**src/rtl/program_loader.sv**
```systemverilog
// Program loader: streams a binary image into program RAM from address 0 and locates
// the first code-section marker byte, then releases the CPU core.
module program_loader #(
    parameter int unsigned ADDR_W      = 23,
    parameter int unsigned MEM_BYTES   = 8000000,
    parameter logic [7:0]  MARKER_BYTE = 8'd14
) (
    input  logic              CLOCK_50,
    input  logic              reset,
    input  logic              start,
    input  logic [7:0]        in_data,
    input  logic              in_valid,
    input  logic              in_last,
    output logic              in_ready,
    output logic              mem_we,
    output logic [ADDR_W-1:0] mem_addr,
    output logic [7:0]        mem_wdata,
    output logic [31:0]       code_start_addr,
    output logic [ADDR_W:0]   bytes_loaded,
    output logic              cpu_run,
    output logic              load_done,
    output logic              load_error,
    output logic [1:0]        error_code
);

    localparam logic [ADDR_W-1:0] LastAddr = ADDR_W'(MEM_BYTES - 1);

    localparam logic [1:0] ErrNone     = 2'd0;
    localparam logic [1:0] ErrNoMarker = 2'd1;
    localparam logic [1:0] ErrOverflow = 2'd2;

    typedef enum logic [1:0] {StIdle, StLoad, StDone, StError} state_e;

    state_e            state_q, state_d;
    logic [ADDR_W-1:0] ptr_q;
    logic [ADDR_W:0]   bytes_q;
    logic              marker_found_q;
    logic [31:0]       code_start_q;
    logic [1:0]        err_q;
    logic              mem_we_q;
    logic [ADDR_W-1:0] mem_addr_q;
    logic [7:0]        mem_wdata_q;

    logic xfer;
    logic at_last;
    logic marker_hit;
    logic found_now;
    logic load_start;

    assign xfer       = in_valid & in_ready;
    assign at_last    = (ptr_q == LastAddr);
    // Only the first marker counts, and a marker in the final RAM byte has no code after it.
    assign marker_hit = xfer && (in_data == MARKER_BYTE) && !marker_found_q && (ptr_q < LastAddr);
    assign found_now  = marker_found_q | marker_hit;
    assign load_start = start && (state_q != StLoad);

    // State register
    always_ff @(posedge CLOCK_50) begin
        if (reset) begin
            state_q <= StIdle;
        end else begin
            state_q <= state_d;
        end
    end

    // Next-state logic
    always_comb begin
        state_d = state_q;
        unique case (state_q)
            StIdle, StDone, StError: begin
                if (start) begin
                    state_d = StLoad;
                end
            end
            StLoad: begin
                if (xfer) begin
                    if (in_last) begin
                        state_d = found_now ? StDone : StError;
                    end else if (at_last) begin
                        state_d = StError;
                    end
                end
            end
            default: state_d = StIdle;
        endcase
    end

    // Outputs decoded from state and datapath registers
    always_comb begin
        in_ready        = (state_q == StLoad);
        load_done       = (state_q == StDone);
        load_error      = (state_q == StError);
        cpu_run         = (state_q == StDone);
        error_code      = err_q;
        mem_we          = mem_we_q;
        mem_addr        = mem_addr_q;
        mem_wdata       = mem_wdata_q;
        code_start_addr = code_start_q;
        bytes_loaded    = bytes_q;
    end

    // Datapath: write pointer, RAM write port, marker tracking and error capture
    always_ff @(posedge CLOCK_50) begin
        if (reset) begin
            ptr_q          <= '0;
            bytes_q        <= '0;
            marker_found_q <= 1'b0;
            code_start_q   <= '0;
            err_q          <= ErrNone;
            mem_we_q       <= 1'b0;
            mem_addr_q     <= '0;
            mem_wdata_q    <= '0;
        end else begin
            mem_we_q <= 1'b0;
            if (load_start) begin
                ptr_q          <= '0;
                bytes_q        <= '0;
                marker_found_q <= 1'b0;
                code_start_q   <= '0;
                err_q          <= ErrNone;
            end else if (xfer) begin
                mem_we_q    <= 1'b1;
                mem_addr_q  <= ptr_q;
                mem_wdata_q <= in_data;
                ptr_q       <= ptr_q + ADDR_W'(1);
                bytes_q     <= bytes_q + (ADDR_W + 1)'(1);
                if (marker_hit) begin
                    marker_found_q <= 1'b1;
                    code_start_q   <= 32'(ptr_q) + 32'd1;
                end
                if (in_last && !found_now) begin
                    err_q <= ErrNoMarker;
                end else if (!in_last && at_last) begin
                    err_q <= ErrOverflow;
                end
            end
        end
    end

endmodule

```
**config.mk**
```make
export PLATFORM = sky130hd
export DESIGN_NAME = program_loader
export DESIGN_NICKNAME = d
export VERILOG_FILES = /design/src/rtl/program_loader.sv
export SDC_FILE = /design/constraint.sdc
export NUM_CORES = 1
export LEC_CHECK = 0
export BUFFER_PORTS_ARGS = -buffer_cell sky130_fd_sc_hd__buf_2
export CAP_MARGIN = 20
export CORE_ASPECT_RATIO = 0.75
export CORE_MARGIN = 2
export CORE_UTILIZATION = 49
export CTS_CLUSTER_SIZE = 16
export DETAILED_ROUTE_END_ITERATION = 6
export PLACE_DENSITY = 0.73
export RECOVER_POWER = 50
export SLEW_MARGIN = 20
export SYNTH_ARGS = -nofsm -noshare
export SYNTH_HDL_FRONTEND = slang
export SYNTH_SLANG_ARGS = --single-unit
```
**constraint.sdc**
```tcl
create_clock -name CLOCK_50 -period 6 [get_ports CLOCK_50]
set_input_delay 0.3 -clock CLOCK_50 [delete_from_list [all_inputs] [get_ports CLOCK_50]]
set_output_delay 0.3 -clock CLOCK_50 [all_outputs]
set_load 0.05 [all_outputs]
```
==> results.md <==
- Status: complete, but fails checks
- Failing checks: capacitance limit, slew limit
- Post-DRT Antenna Nets: 0
- Worst endpoint data arrival time: 3.22 ns
- Met1 WL: 5470 µm
- First-pass GRT wire length: between 15000 and 20000 µm
- Initial antenna violation count: 0
- Sink Count: around 110
- Root Driver: clkbuf_16
- IO Pins: roughly 110
- Hold path start: in_data[2]
- Die X: between 100 and 150 µm
- Share of layout cells above drive strength 1: under 10%
- Path type of the worst min-delay path: in2reg
- Seq cells post-synth: between 100 and 150
- Worst r2r path cells: 6
- Clk_lat worst skew: 0.35 ns
- Capturing point of the worst reg2reg path: ptr_q[18]
- Final nets: roughly 670
- Commonest non-fill, non-tap cell in the layout: dfxtp_1
- Required @ worst endpoint: 6.21 ns
- Relative slew slack: -31.8%
- Worst Max-Slew Pin Slew: 1.98 ns
- Hold Path Sink: mem_wdata[2]
- Initial DRT Pass Iterations: 6
- DRT iter0 DRCs: around 350
- Fmax achieved: between 300 and 400 MHz
- Post-synth EDFFs: 0
- Worst IR Drop VDD: about 0.15 mV
- CTS tree: built
- Multi-input gate area: 0.00237 mm²
- Area Overhead vs Synth: 10.0%
- Placed insts: 780
- Yosys cell types: 45
- Type of element capturing the critical path: register
- Final HPWL DP: 8310 µm
- Hold Vio Cnt, Final: 0
- Slew Limit Fails: 47
- Port buffer count: ~100
- Cell row count: 31
- Worst slack, placed: 3.33 ns
- Hold-fix buffers, CTS: 0
- Fillers: slightly below 1k
- Register area: ~0.0022 mm²
- Max_cap viols: 1
- Primary FF master, synth: dfxtp_1
- Total routed wirelength: approximately 12000 µm
- CP startpoint kind: register
- Vias: between 4k and 5k
- Htree depth: 3
- Cells after Synth: 597
- LEAKAGE: between 1.5 and 2 nW
- R2r startpoint: state_q[1]
- Die area: between 0.01 and 0.015 mm²
- Ant diodes: 0
- Mapped Area: between 0.004 and 0.005 mm²
- Initial core utilization: 50.8%
- All-Layer GR Usage: between 20% and 30%
- Worst setup path startpoint: state_q[1]
- Util after Layout: 55.9%
- Crit-path max FO: 46
- Worst-path clk slew: roughly 0.07 ns
- Power Density: about 250 mW/mm²
- Vias in the first global route: roughly 4k
- RSZ-0062 raised after global routing: no
- DRC Markers: 0
- Post-CTS setup buffer count: 0
- Final setup margin: ~3 ns
- CTS resizes: 0
- Non-filler cells, final: around 800
- Post-synthesis sequential area ratio: 43.7%
- Core area: approximately 0.01 mm²
- Total Power: roughly 1.4 mW
- Clock skew: approximately 0.0055 ns
- Grt ovf: 0
- Via/cell ratio: about 5.4
- Die height: 91.0 µm
- Met2 wire len: about 5400 µm
- Commonest cells after routing, fill and taps aside: dfxtp_1 (108), nand2_1 (94), clkbuf_1 (89), nor2_1 (59), a21oi_1 (46)
- Asr flop ratio synth: 0%
- Met3 WL post-DR: around 710 µm
- Syn_area_per_cell: slightly above 8 µm²
- Largest net degree at the start of global routing: between 70 and 80
- Cell count of the worst hold path: 3
- R2r setup slk: roughly 3 ns
- Per-cell routed wire length: 14.8 µm
- Tmin final: 3.01 ns
- Yosys warning count: 0
- Num CTS Buffers: 9
- Top Layer Used: met4
- Fin crit share: between 50% and 60%
- Setup TNS: 0 ns
- Kind of critical path: reg2reg
- RePlAce Congestion: ~0.93
- Final setup violation count: 0
- Clk buf depth: 2
==> worst max-delay path by stage <==
stage | cells after the start | endpoint
4_1_cts | 5 | state_q[0]
3_3_place_gp | 5 | state_q[0]
2_1_floorplan | 5 | error_code[1]
5_1_grt | 6 | ptr_q[14]
3_5_place_dp | 5 | state_q[0]
6_report | 6 | ptr_q[18]
==> through the flow <==
stage               cell area (µm²)  hold slack [ns]
global route                   5440            0.212
global placement               5260            0.440
floorplan                      4970            0.436
CTS                            5550            0.197
finish                         5440            0.204
detailed placement             5260            0.446
==> sequential cells by signal, summed over array words and instances (netlist names) <==
register	cells
mem_we	1
marker_found_q	1
code_start_addr	24
bytes_loaded	24
ptr_q	23
mem_wdata	8
error_code	2
mem_addr	23
state_q	2
==> kinds of logic after synthesis <==
| group | Yosys count | share of synthesized area [%] |
|---|---|---|
| AO/OA/AOI/OAI | 86 | 10.4 |
| other | 1 | 0.0759 |
| buffers and inverters | 69 | 8.86 |
| XOR/XNOR | 58 | 10.3 |
| adder cells (fa/ha/maj) | 2 | 0.506 |
| AND/OR/NAND/NOR | 273 | 26.1 |
| flip-flops | 108 | 43.7 |
==> layer usage <==
metal  GRT usage (%)  up-vias
li1                -     2126
met1            29.3     1990
met2            35.1      154
met3            5.15       25
met5               0        -
met4            7.55        0
==> worst max-delay path, cell delays in order (launching register included) <==
cell      delay, ns
dfxtp_1        0.39
nand3b_1       0.12
clkbuf_1       1.42
nor4_1         0.42
and3_1         0.34
xnor2_1        0.13
nor2_1         0.06
==> Yosys cell counts (2+ instances only) <==
library cell | n | area share [%]
dfxtp_1 | 108 | 44
nand2_1 | 94 | 7.1
nor2_1 | 59 | 4.5
a21oi_1 | 47 | 4.8
xnor2_1 | 43 | 7.6
nand3_1 | 37 | 3.7
clkbuf_1 | 29 | 2.2
nor3_1 | 23 | 2.3
o31ai_1 | 16 | 2.4
xor2_1 | 15 | 2.7
buf_4 | 13 | 2.0
nand4_1 | 13 | 1.6
inv_1 | 12 | 0.91
nor4_1 | 10 | 1.3
a211oi_1 | 8 | 1.2
and3_1 | 7 | 0.89
o21ai_0 | 7 | 0.71
clkbuf_8 | 6 | 1.7
or3_1 | 5 | 0.63
and2_1 | 4 | 0.51
and4_1 | 4 | 0.71
buf_2 | 4 | 0.40
nand2b_1 | 4 | 0.51
a31oi_1 | 2 | 0.25
and3b_1 | 2 | 0.35
buf_1 | 2 | 0.15
bufbuf_16 | 2 | 1.3
ha_1 | 2 | 0.51
nor4b_1 | 2 | 0.35
or4_4 | 2 | 0.46
==> final cells by class <==
type | count | area share (%)
clock inverters | 2 | 0.299
flip-flops and latches | 108 | 39.8
multi-input cells | 427 | 43.7
clock buffers | 14 | 5.04
well taps | 132 | 3.04
repair buffers | 101 | 7.38
inverters | 12 | 0.828
==> report_power, final <==
part	switching [mW]	internal, mW
clock network	0.255	0.318
registers	0.00336	0.721
logic	0.0621	0.0120
(Power assumes the default switching activity.)
